$ cat config.mk
export PLATFORM = sky130hd
export DESIGN_NAME = pacman_mover_flat
export DESIGN_NICKNAME = d
export VERILOG_FILES = /design/src/rtl/pacman_mover_if.sv /design/src/rtl/pacman_mover.sv /design/src/flat_wrapper.sv
export SDC_FILE = /design/constraint.sdc
export NUM_CORES = 1
export LEC_CHECK = 0
export ABC_AREA = 1
export BUFFER_PORTS_ARGS = -buffer_cell sky130_fd_sc_hd__buf_2
export CORE_ASPECT_RATIO = 1.25
export CORE_MARGIN = 3
export CORE_UTILIZATION = 40
export DETAILED_ROUTE_END_ITERATION = 7
export PLACE_DENSITY = 0.65
export SETUP_SLACK_MARGIN = 0.3
export SLEW_MARGIN = 10
export SYNTH_ARGS = -nofsm -noshare
export SYNTH_HDL_FRONTEND = slang
export SYNTH_SLANG_ARGS = --single-unit
$ cat constraint.sdc
create_clock -name clk -period 8.85 [get_ports clk]
set_clock_uncertainty 0.2 [all_clocks]
set_input_delay 1.77 -clock clk [delete_from_list [all_inputs] [get_ports clk]]
set_output_delay 1.77 -clock clk [all_outputs]
set_load 0.03 [all_outputs]
$ cat src/rtl/pacman_mover_if.sv
// rtl/pacman_mover_if.sv - pacman_mover control, wall-probe and sprite-state signal bundle
interface pacman_mover_if;
    logic       move_tick;
    logic       dir_valid;
    logic [1:0] dir_req;
    logic [9:0] probe_x;
    logic [8:0] probe_y;
    logic       probe_wall;
    logic [9:0] pos_x;
    logic [8:0] pos_y;
    logic [1:0] cur_dir;
    logic       moving;
    logic       busy;

    modport master (
        output move_tick, dir_valid, dir_req, probe_wall,
        input  probe_x, probe_y, pos_x, pos_y, cur_dir, moving, busy
    );

    modport slave (
        input  move_tick, dir_valid, dir_req, probe_wall,
        output probe_x, probe_y, pos_x, pos_y, cur_dir, moving, busy
    );
endinterface

$ cat src/rtl/pacman_mover.sv
// rtl/pacman_mover.sv - Pac-Man tile-map movement FSM; PACMAN_TURN_BUFFER_EN keeps blocked turns pending
// Probes the leading-edge corners through one wall-map port, then turns, moves straight or stops.
module pacman_mover #(
    parameter int START_X = 16,
    parameter int START_Y = 16
) (
    input  logic           clk,
    input  logic           rst,
    pacman_mover_if.slave  bus
);
    typedef enum logic [2:0] {IDLE, T_A, T_B, C_A, C_B, COMMIT} state_t;

    typedef struct packed {
        logic       oob;
        logic [9:0] x;
        logic [8:0] y;
    } probe_t;

    state_t     state;
    logic [9:0] posX;
    logic [8:0] posY;
    logic [1:0] curDir;
    logic [1:0] pendDir;
    logic       pendValid;
    logic [1:0] turnDir;
    logic       doTurn;
    logic       doMove;
    logic       firstHit;
    logic [9:0] probeX;
    logic [8:0] probeY;
    logic       probeOob;
    logic       moving;
    logic       busy;

    logic       hitNow;
    logic [1:0] stepDir;
    logic [9:0] stepX;
    logic [8:0] stepY;
    logic [1:0] headingNext;
    probe_t     turnProbeA;
    probe_t     turnProbeB;
    probe_t     curProbeA;
    probe_t     curProbeB;

    // Off-map probes count as walls and are clamped so the map never sees an illegal address.
    function automatic probe_t cornerProbe(input logic [1:0] d, input logic second,
                                           input logic [9:0] x, input logic [8:0] y);
        logic signed [11:0] sx;
        logic signed [11:0] sy;
        logic signed [11:0] off;
        probe_t p;
        off = second ? 12'sd15 : 12'sd0;
        sx  = $signed({2'b00, x});
        sy  = $signed({3'b000, y});
        case (d)
            2'd0: begin sx = sx + 12'sd16; sy = sy + off; end
            2'd1: begin sx = sx - 12'sd1;  sy = sy + off; end
            2'd2: begin sy = sy - 12'sd1;  sx = sx + off; end
            2'd3: begin sy = sy + 12'sd16; sx = sx + off; end
        endcase
        p.oob = 1'b0;
        if (sx < 12'sd0) begin
            p.oob = 1'b1;
            p.x   = 10'd0;
        end else if (sx > 12'sd639) begin
            p.oob = 1'b1;
            p.x   = 10'd639;
        end else begin
            p.x = sx[9:0];
        end
        if (sy < 12'sd0) begin
            p.oob = 1'b1;
            p.y   = 9'd0;
        end else if (sy > 12'sd479) begin
            p.oob = 1'b1;
            p.y   = 9'd479;
        end else begin
            p.y = sy[8:0];
        end
        return p;
    endfunction

    assign hitNow     = probeOob || bus.probe_wall;
    assign turnProbeA = cornerProbe(pendDir, 1'b0, posX, posY);
    assign turnProbeB = cornerProbe(turnDir, 1'b1, posX, posY);
    assign curProbeA  = cornerProbe(curDir,  1'b0, posX, posY);
    assign curProbeB  = cornerProbe(curDir,  1'b1, posX, posY);

    always_comb begin
        stepDir = doTurn ? turnDir : curDir;
        stepX   = posX;
        stepY   = posY;
        case (stepDir)
            2'd0: stepX = posX + 10'd1;
            2'd1: stepX = posX - 10'd1;
            2'd2: stepY = posY - 9'd1;
            2'd3: stepY = posY + 9'd1;
        endcase
        headingNext = (state == COMMIT && doTurn) ? turnDir : curDir;
    end

    always_ff @(posedge clk or posedge rst) begin
        if (rst) begin
            state     <= IDLE;
            posX      <= 10'(START_X);
            posY      <= 9'(START_Y);
            curDir    <= 2'd0;
            pendDir   <= 2'd0;
            pendValid <= 1'b0;
            turnDir   <= 2'd0;
            doTurn    <= 1'b0;
            doMove    <= 1'b0;
            firstHit  <= 1'b0;
            probeX    <= 10'(START_X);
            probeY    <= 9'(START_Y);
            probeOob  <= 1'b0;
            moving    <= 1'b0;
            busy      <= 1'b0;
        end else begin
            case (state)
                IDLE: begin
                    doTurn <= 1'b0;
                    if (bus.move_tick) begin
                        busy <= 1'b1;
                        if (pendValid) begin
                            state    <= T_A;
                            turnDir  <= pendDir;
                            probeX   <= turnProbeA.x;
                            probeY   <= turnProbeA.y;
                            probeOob <= turnProbeA.oob;
                        end else begin
                            state    <= C_A;
                            probeX   <= curProbeA.x;
                            probeY   <= curProbeA.y;
                            probeOob <= curProbeA.oob;
                        end
                    end
                end
                T_A: begin
                    firstHit <= hitNow;
                    state    <= T_B;
                    probeX   <= turnProbeB.x;
                    probeY   <= turnProbeB.y;
                    probeOob <= turnProbeB.oob;
                end
                T_B: begin
                    if (!firstHit && !hitNow) begin
                        state    <= COMMIT;
                        doTurn   <= 1'b1;
                        doMove   <= 1'b1;
                        probeX   <= posX;
                        probeY   <= posY;
                        probeOob <= 1'b0;
                    end else begin
                        state    <= C_A;
                        doTurn   <= 1'b0;
                        probeX   <= curProbeA.x;
                        probeY   <= curProbeA.y;
                        probeOob <= curProbeA.oob;
                    end
                end
                C_A: begin
                    firstHit <= hitNow;
                    state    <= C_B;
                    probeX   <= curProbeB.x;
                    probeY   <= curProbeB.y;
                    probeOob <= curProbeB.oob;
                end
                C_B: begin
                    state    <= COMMIT;
                    doTurn   <= 1'b0;
                    doMove   <= !firstHit && !hitNow;
                    probeX   <= posX;
                    probeY   <= posY;
                    probeOob <= 1'b0;
                end
                COMMIT: begin
                    if (doMove) begin
                        posX <= stepX;
                        posY <= stepY;
                    end
                    if (doTurn) curDir <= turnDir;
`ifdef PACMAN_TURN_BUFFER_EN
                    if (doTurn) pendValid <= 1'b0;
`else
                    pendValid <= 1'b0;
`endif
                    moving <= doMove;
                    probeX <= doMove ? stepX : posX;
                    probeY <= doMove ? stepY : posY;
                    state  <= IDLE;
                    busy   <= 1'b0;
                end
                default: begin
                    state <= IDLE;
                    busy  <= 1'b0;
                end
            endcase
            // A fresh request wins over any pending clear made at COMMIT this same cycle.
            if (bus.dir_valid) begin
                pendDir   <= bus.dir_req;
                pendValid <= (bus.dir_req != headingNext);
            end
        end
    end

    assign bus.probe_x = probeX;
    assign bus.probe_y = probeY;
    assign bus.pos_x   = posX;
    assign bus.pos_y   = posY;
    assign bus.cur_dir = curDir;
    assign bus.moving  = moving;
    assign bus.busy    = busy;
endmodule

$ cat src/flat_wrapper.sv
// flat-port wrapper written by rule: the top's interface ports become plain ports
module pacman_mover_flat 
#(
    parameter int START_X = 16,
    parameter int START_Y = 16
)
  (clk, rst, bus_move_tick, bus_dir_valid, bus_dir_req, bus_probe_wall, bus_probe_x, bus_probe_y, bus_pos_x, bus_pos_y, bus_cur_dir, bus_moving, bus_busy);
  pacman_mover_if bus_i ();
  input  logic clk;
  input  logic rst;
  input wire logic [$bits(bus_i.move_tick)-1:0] bus_move_tick;
  input wire logic [$bits(bus_i.dir_valid)-1:0] bus_dir_valid;
  input wire logic [$bits(bus_i.dir_req)-1:0] bus_dir_req;
  input wire logic [$bits(bus_i.probe_wall)-1:0] bus_probe_wall;
  output wire logic [$bits(bus_i.probe_x)-1:0] bus_probe_x;
  output wire logic [$bits(bus_i.probe_y)-1:0] bus_probe_y;
  output wire logic [$bits(bus_i.pos_x)-1:0] bus_pos_x;
  output wire logic [$bits(bus_i.pos_y)-1:0] bus_pos_y;
  output wire logic [$bits(bus_i.cur_dir)-1:0] bus_cur_dir;
  output wire logic [$bits(bus_i.moving)-1:0] bus_moving;
  output wire logic [$bits(bus_i.busy)-1:0] bus_busy;
  assign bus_i.move_tick = bus_move_tick;
  assign bus_i.dir_valid = bus_dir_valid;
  assign bus_i.dir_req = bus_dir_req;
  assign bus_i.probe_wall = bus_probe_wall;
  assign bus_probe_x = bus_i.probe_x;
  assign bus_probe_y = bus_i.probe_y;
  assign bus_pos_x = bus_i.pos_x;
  assign bus_pos_y = bus_i.pos_y;
  assign bus_cur_dir = bus_i.cur_dir;
  assign bus_moving = bus_i.moving;
  assign bus_busy = bus_i.busy;
  pacman_mover #(.START_X(START_X), .START_Y(START_Y)) u_core (.clk(clk), .rst(rst), .bus(bus_i));
endmodule
==> impl_metrics.sql, run 1 <==
INSERT INTO impl_metrics (metric_group, metric, value, unit) VALUES
('run_status', 'outcome', 'complete, but fails checks', ''),
('run_status', 'violated_checks', 'design-rule violations', ''),
('synth', 'synthesis.area', '6670', 'um^2'),
('timing', 'layout_worst_path_cycle_share', '48.4', '%'),
('timing', 'final.min_clock_period', '4.28', 'ns'),
('global_route', 'grt_usage', '27.2', '%'),
('detailed_routing', 'routed_length_on_met3', '1270', 'um'),
('worst_setup_path', 'critPathKind', 'reg -> reg', ''),
('detailed_routing', 'drt.antenna.violating_nets', '0', ''),
('detailed_routing', 'met2_length', '12000', 'um'),
('floorplan', 'core_ar', '16300', 'um^2'),
('cts', 'cts_tree', 'built', ''),
('placement', 'detailed_place.area', '7000', 'um^2'),
('floorplan', 'start_util', '41.0', '%'),
('detailed_routing', 'detail_route.iter0.violations', '608', ''),
('timing', 'slew_viol_final', '0', ''),
('placement', 'port_buffers', '48', ''),
('cts', 'htree_levels', '2', ''),
('floorplan', 'io-pin-count', '49', ''),
('detailed_routing', 'met1Wirelength', '9490', 'um'),
('timing', 'timing.max_slew.rel_slack', '33.0', '%'),
('detailed_routing', 'dr.pass1.iters', '8', ''),
('timing', 'rsz0062_at_grt', 'false', ''),
('detailed_routing', 'viasPerCell', '5.69', ''),
('synth', 'ys_seq_area_share', '20.3', '%'),
('worst_setup_path', 'crit_path_max_fanout', '20', ''),
('detailed_routing', 'routedWlPerCell', '17.9', 'um'),
('cts', 'cts_inserted_buffers', '5', ''),
('global_route', 'grt_pass1_wl', '39000', 'um'),
('timing', 'report.final.hold_viol_count', '0', ''),
('timing', 'tightestPinTransition', '1.00', 'ns'),
('synth', 'syn-num-nets', '1163', ''),
('run', 'drv.max_cap_violation_count', '0', ''),
('placement', 'detailed_place_hpwl', '18800', 'um'),
('synth', 'synth-warning-count', '0', ''),
('floorplan', 'floorplan.die_area', '18300', 'um^2'),
('worst_setup_path', 'critical_path.endpoint_type', 'flop', ''),
('cts', 'cts_buffer_depth', '2', ''),
('global_route', 'overflow', '0', ''),
('detailed_routing', 'num_vias', '7794', ''),
('floorplan', 'die_x', '121', 'um'),
('detailed_routing', 'remaining_drc_errors', '1', ''),
('global_route', 'antenna_found_initial', '0', ''),
('min_path', 'min_path_type', 'reg -> reg', ''),
('synth', 'postSynthAreaPerCell', '5.89', 'um^2'),
('cts', 'cts_hold_buffers', '0', ''),
('worst_setup_path', 'worstPathRequired', '8.85', 'ns'),
('global_route', 'vias_in_the_first_global_route', '7402', ''),
('synth', 'synthArstFlopShare', '100', '%'),
('detailed_routing', 'maxUsedRoutingLayer', 'met4', ''),
('cts', 'post_cts.repair.setup_buffers', '0', ''),
('floorplan', 'die_h', '150', 'um'),
('finish', 'layout-area-overhead-vs-synth', '7.53', '%'),
('synth', 'synth_top_flop_cell', 'dfrtp_1', ''),
('finish', 'final_area', '7170', 'um^2'),
('cts', 'postCtsResizedCells', '0', ''),
('detailed_routing', 'routed_wirelength', '24600', 'um'),
('timing', 'finalSetupViolCount', '0', ''),
('synth', 'yosys_register_bits', '54', ''),
('timing', 'fmax', '234', 'MHz'),
('finish', 'num_antenna_cells', '0', ''),
('synth', 'gate_count_after_technology_mapping', '1132', ''),
('worst_setup_path', 'crit_path_start_kind', 'flop', ''),
('finish', 'final_net_count', '1184', ''),
('worst_setup_path', 'timing.critical_path.arrival', '4.28', 'ns'),
('cts', 'clkSlewWorstSetupHoldPaths', '0.07', 'ns'),
('cts', 'clk_latency_worst_skew_pair', '0.31', 'ns'),
('global_route', 'largest_net_degree_at_the_start_of_global_routing', '55', ''),
('synth', 'synth-edff-count', '0', ''),
('finish', 'share_of_cells_above_drive_strength_1', '11.2', '%'),
('synth', 'number_of_distinct_library_cells_after_synthesis', '51', ''),
('cts', 'ctsRootBufferMaster', 'clkbuf_16', ''),
('floorplan', 'placement_rows', '52', ''),
('placement', 'gpl.final_weighted_congestion', '1.00', ''),
('cts', 'cts.sinks', '54', ''),
('timing', 'setup_total_negative_slack', '0', 'ns');
## metal layers
| metal | GRT usage (%) | vias to the layer above |
|---|---|---|
| met1 | 31.7 | 3601 |
| li1 | - | 3766 |
| met5 | 0 | - |
| met4 | 19.3 | 0 |
| met3 | 2.59 | 97 |
| met2 | 46.5 | 330 |
## critical path, cell delays in order (launching register included)
cell	delay (ns)
dfrtp_1	0.55
inv_1	0.66
o21ai_1	0.25
nor2_1	0.70
ha_1	0.41
a21oi_1	0.20
o21ai_0	0.19
a21oi_1	0.19
or2_2	0.13
nand3_1	0.05
o211ai_1	0.17
nand2_1	0.10
nor2_1	0.14
nand3_1	0.08
nand2_1	0.09
nand2_1	0.05
## cell usage after synthesis, types with 2 or more instances
library cell | instances | area, um^2
inv_2 | 12 | 45.0
a21oi_1 | 76 | 380
nand3_1 | 129 | 646
inv_1 | 98 | 368
or2_2 | 2 | 12.5
dfstp_2 | 4 | 105
nor3_2 | 2 | 20.0
fa_1 | 2 | 40.0
nand3_2 | 4 | 40.0
o21ai_0 | 88 | 440
xor2_1 | 25 | 219
ha_1 | 22 | 275
buf_6 | 5 | 56.3
nor3_1 | 7 | 35.0
nor2_4 | 3 | 33.8
clkinv_1 | 2 | 7.51
dfrtp_1 | 50 | 1250
clkbuf_1 | 13 | 48.8
o21ai_1 | 10 | 50.1
nor2_2 | 13 | 81.3
o22ai_1 | 3 | 18.8
nand2_2 | 14 | 87.6
a21oi_2 | 2 | 17.5
nand3b_1 | 4 | 30.0
o221ai_1 | 4 | 35.0
o21ai_2 | 2 | 17.5
xnor2_1 | 5 | 43.8
o21bai_1 | 3 | 22.5
nor2_1 | 94 | 353
nand2_4 | 6 | 67.6
nand4_1 | 13 | 81.3
o211ai_1 | 15 | 113
nor4_1 | 2 | 12.5
a211oi_1 | 3 | 22.5
nand2_1 | 361 | 1360
buf_2 | 19 | 95.1
## cells in the final DEF (no fill, tap or decap), types with 2 or more instances in the layout
cell / netlist / routed
nand2_1: 361 / 361
nand3_1: 129 / 129
inv_1: 98 / 97
nor2_1: 94 / 94
o21ai_0: 88 / 88
a21oi_1: 76 / 76
dfrtp_1: 50 / 50
buf_2: 19 / 48
xor2_1: 25 / 25
ha_1: 22 / 22
o211ai_1: 15 / 15
nand2_2: 14 / 14
inv_2: 12 / 13
nand4_1: 13 / 13
nor2_2: 13 / 13
o21ai_1: 10 / 10
nor3_1: 7 / 7
nand2_4: 6 / 6
xnor2_1: 5 / 5
clkbuf_16: 0 / 5
buf_4: 1 / 5
nand3_2: 4 / 4
nand3b_1: 4 / 4
o221ai_1: 4 / 4
dfstp_2: 4 / 4
nor2_4: 3 / 3
o22ai_1: 3 / 3
a211oi_1: 3 / 3
o21bai_1: 3 / 3
clkinv_1: 2 / 2
or2_2: 2 / 2
nor3_2: 2 / 2
o21ai_2: 2 / 2
nor4_1: 2 / 2
a21oi_2: 2 / 2
fa_1: 2 / 2
## through the flow
stage               hold slack, ns  utilization [%]  worst slack [ns]  std cells
detailed placement           0.258             43.0              4.64       1362
CTS                          0.271             44.1              4.62       1369
global route                 0.297             44.1              4.23       1369
floorplan                    0.243                -              5.57       1132
global placement             0.256             43.0              4.71       1362
finish                       0.267             44.1              4.57       1369
## cell type report
type                    instances  area (um^2)
fillers                      1816         9100
multi-input cells             926         4670
flip-flops and latches         54         1360
inverters                     113          427
repair buffers                 53          278
well taps                     216          270
clock buffers                   6          139
clock inverters                 1         30.0
## sequential cells by signal, summed over array words and instances, names as in the netlist
| name | flops |
|---|---|
| u_core.bus.pos_y | 9 |
| u_core.bus.busy | 1 |
| u_core.bus.probe_y | 9 |
| u_core.bus.probe_x | 10 |
| u_core.pendDir | 2 |
| u_core.firstHit | 1 |
| u_core.bus.cur_dir | 2 |
| u_core.turnDir | 2 |
| u_core.state | 3 |
| u_core.doMove | 1 |
| u_core.probeOob | 1 |
| u_core.doTurn | 1 |
| u_core.bus.pos_x | 10 |
| u_core.bus.moving | 1 |
| u_core.pendValid | 1 |
## worst paths after layout
check | start | end | slack [ns] | cells past startpoint
setup / recovery | u_core.bus.cur_dir[1] | u_core.bus.probe_x[5] | 4.57 | 15
hold / removal | u_core.bus.probe_y[4] | u_core.bus.probe_y[4] | 0.27 | 2
setup reg to reg | u_core.bus.cur_dir[1] | u_core.bus.probe_x[5] | 4.57 | 15
hold reg to reg | u_core.bus.probe_y[4] | u_core.bus.probe_y[4] | 0.27 | 2
max in group asynchronous | rst | u_core.bus.pos_x[9] | 6.49 | 3
min in group asynchronous | rst | u_core.bus.probe_x[1] | 1.47 | 3
## cells by family after synthesis
kind of cell,share of synthesized area (%)
AND/OR/NAND/NOR,43.3
AO/OA/AOI/OAI,18.1
buffers and inverters,9.63
flip-flops,20.3
XOR/XNOR,3.94
adder cells (fa/ha/maj),4.73
Power of run 1 is left out: the tool's default activity adds up to more than one toggle a clock period on the data nets, which glitch-free logic cannot reach.
==> run 2, diff against run 1 <==
- clock period: 8.85 -> 4.1 ns (I/O delays scaled with it)
==> impl_metrics.sql, run 2 (synthesis results as in run 1) <==
INSERT INTO impl_metrics (metric_group, metric, value, unit) VALUES
('finish', 'final_area', '7200', 'um^2'),
('worst_setup_path', 'timing.critical_path.cells', 'inv_1 > o21ai_1 > inv_1 > nor2_1 > inv_1 > ha_1 > nand2_1 > o21ai_0 > nand2_1 > nand3_1 > nand3_1 > o21ai_0 > nand4_1 > nand2_1 > nand2_1', ''),
('run_status', 'outcome', 'finished, final reports clean', ''),
('placement', 'dp_cells', '1369', ''),
('timing', 'layout_worst_path_cycle_share', '82.8', '%'),
('detailed_routing', 'detail_route.iter0.violations', '766', ''),
('global_route', 'grt_pass1_wl', '38600', 'um'),
('floorplan', 'floorplan.die_area', '18300', 'um^2'),
('worst_setup_path', 'worst_path_dominant_cell_family', 'compound AO/OA/AOI/OAI gates', ''),
('global_route', 'largest_net_degree_at_the_start_of_global_routing', '31', ''),
('cts', 'cts_hold_buffers', '0', ''),
('detailed_routing', 'viasPerCell', '5.71', ''),
('finish', 'finalNonFillerCells', '1377', ''),
('finish', 'filler_cell_count', '1840', ''),
('placement', 'detailed_place_hpwl', '18600', 'um'),
('cts', 'post_cts.repair.setup_buffers', '0', ''),
('global_route', 'grt_usage', '26.9', '%'),
('worst_setup_path', 'number_of_buffer_and_inverter_stages_on_the_critical_path', '3', ''),
('finish', 'layout-area-overhead-vs-synth', '8.05', '%'),
('worst_setup_path', 'r2r_slack', '0.70', 'ns'),
('floorplan', 'placement_rows', '52', ''),
('cts', 'cts_inserted_buffers', '5', ''),
('timing', 'report.final.hold_viol_count', '0', ''),
('placement', 'detailed_place.area', '7050', 'um^2'),
('detailed_routing', 'dr.pass1.iters', '7', ''),
('global_route', 'antenna_found_initial', '0', ''),
('cts', 'ctsRootBufferMaster', 'clkbuf_16', ''),
('global_route', 'vias_in_the_first_global_route', '7587', ''),
('floorplan', 'start_util', '41.0', '%'),
('detailed_routing', 'drt.antenna.violating_nets', '0', ''),
('min_path', 'min_path_type', 'reg -> reg', ''),
('finish', 'share_of_cells_above_drive_strength_1', '11.8', '%'),
('floorplan', 'core_ar', '16300', 'um^2'),
('cts', 'clk_latency_worst_skew_pair', '0.32', 'ns'),
('cts', 'cts_buffer_depth', '2', ''),
('cts', 'cts.sinks', '54', ''),
('detailed_routing', 'routed_wirelength', '24100', 'um'),
('worst_setup_path', 'crit_path_max_fanout', '7', ''),
('detailed_routing', 'num_vias', '7857', ''),
('cts', 'postCtsResizedCells', '0', ''),
('timing', 'finalSetupViolCount', '0', ''),
('timing', 'rsz0062_at_grt', 'false', ''),
('run', 'drv.max_cap_violation_count', '0', ''),
('finish', 'final_net_count', '1191', ''),
('timing', 'setup_total_negative_slack', '0', 'ns'),
('floorplan', 'die_x', '121', 'um'),
('timing', 'fmax', '294', 'MHz'),
('cts', 'cts_tree', 'built', ''),
('placement', 'gpl.final_weighted_congestion', '1.01', ''),
('timing', 'tightestPinTransition', '0.783', 'ns'),
('worst_setup_path', 'critPathKind', 'reg -> reg', ''),
('worst_setup_path', 'critical_path_s_largest_stage_delay', '0.44', 'ns'),
('detailed_routing', 'remaining_drc_errors', '0', ''),
('cts', 'clkSlewWorstSetupHoldPaths', '0.08', 'ns'),
('worst_setup_path', 'critical_path.endpoint_type', 'flop', ''),
('detailed_routing', 'routedWlPerCell', '17.5', 'um'),
('worst_setup_path', 'crit_path_start_kind', 'flop', ''),
('floorplan', 'io-pin-count', '49', ''),
('worst_setup_path', 'timing.critical_path.arrival', '3.41', 'ns'),
('timing', 'timing.max_slew.rel_slack', '47.6', '%'),
('finish', 'num_antenna_cells', '0', ''),
('finish', 'layout.cells.most_common', 'nand2_1', ''),
('placement', 'port_buffers', '48', ''),
('finish', 'mostFrequentLayoutCells', '361 x nand2_1, 129 x nand3_1, 97 x inv_1', ''),
('floorplan', 'die_h', '150', 'um'),
('global_route', 'overflow', '0', ''),
('worst_setup_path', 'critPathMostFrequentCell', 'nand2_1', ''),
('cts', 'htree_levels', '2', ''),
('timing', 'final.min_clock_period', '3.40', 'ns'),
('timing', 'slew_viol_final', '0', ''),
('worst_setup_path', 'worstPathRequired', '4.11', 'ns'),
('worst_setup_path', 'crit_path_top_delay_cell', 'dfrtp_1', '');
run 2: final timing paths:
kind	startpoint	end	depth (start not counted)
setup / recovery	u_core.bus.cur_dir[0]	u_core.bus.probe_y[8]	15
hold / removal	u_core.bus.probe_x[4]	u_core.bus.probe_x[4]	2
setup reg to reg	u_core.bus.cur_dir[0]	u_core.bus.probe_y[8]	15
hold reg to reg	u_core.bus.probe_x[4]	u_core.bus.probe_x[4]	2
max in group asynchronous	rst	u_core.bus.pos_x[4]	3
min in group asynchronous	rst	u_core.bus.probe_x[8]	2
run 2: cell type report:
type / instances / area (um^2) / area share, %
Inverter: 113 / 427 / 5.92
Clock buffer: 6 / 139 / 1.93
Sequential cell: 54 / 1360 / 18.8
Multi-Input combinational cell: 926 / 4670 / 64.8
Clock inverter: 2 / 12.5 / 0.174
Timing Repair Buffer: 60 / 330 / 4.59
Tap cell: 216 / 270 / 3.75
run 2: worst register-to-register path, stage by stage, from the launching register on:
cell and delay (ns):
dfrtp_1 0.44, inv_1 0.09, o21ai_1 0.27, inv_1 0.13
nor2_1 0.18, inv_1 0.17, ha_1 0.40, nand2_1 0.06
o21ai_0 0.33, nand2_1 0.12, nand3_1 0.09, nand3_1 0.11
o21ai_0 0.42, nand4_1 0.14, nand2_1 0.09, nand2_1 0.05
run 2: through the flow:
step / utilization (%) / setup WS (ns) / hold slack (ns)
floorplan: - / 0.836 / 0.243
global placement: 43.3 / 0.749 / 0.258
detailed placement: 43.3 / 0.605 / 0.260
CTS: 44.3 / 0.583 / 0.272
global route: 44.3 / 0.314 / 0.302
finish: 44.3 / 0.703 / 0.267
run 2: routing by layer:
layer	track usage [%]	vias up	wire length, um
met1	30.4	3658	9280
li1	-	3787	-
met3	3.01	98	1200
met4	17.0	0	1700
met2	47.8	314	12000
met5	0	-	0
Power of run 2 is left out for the same reason.
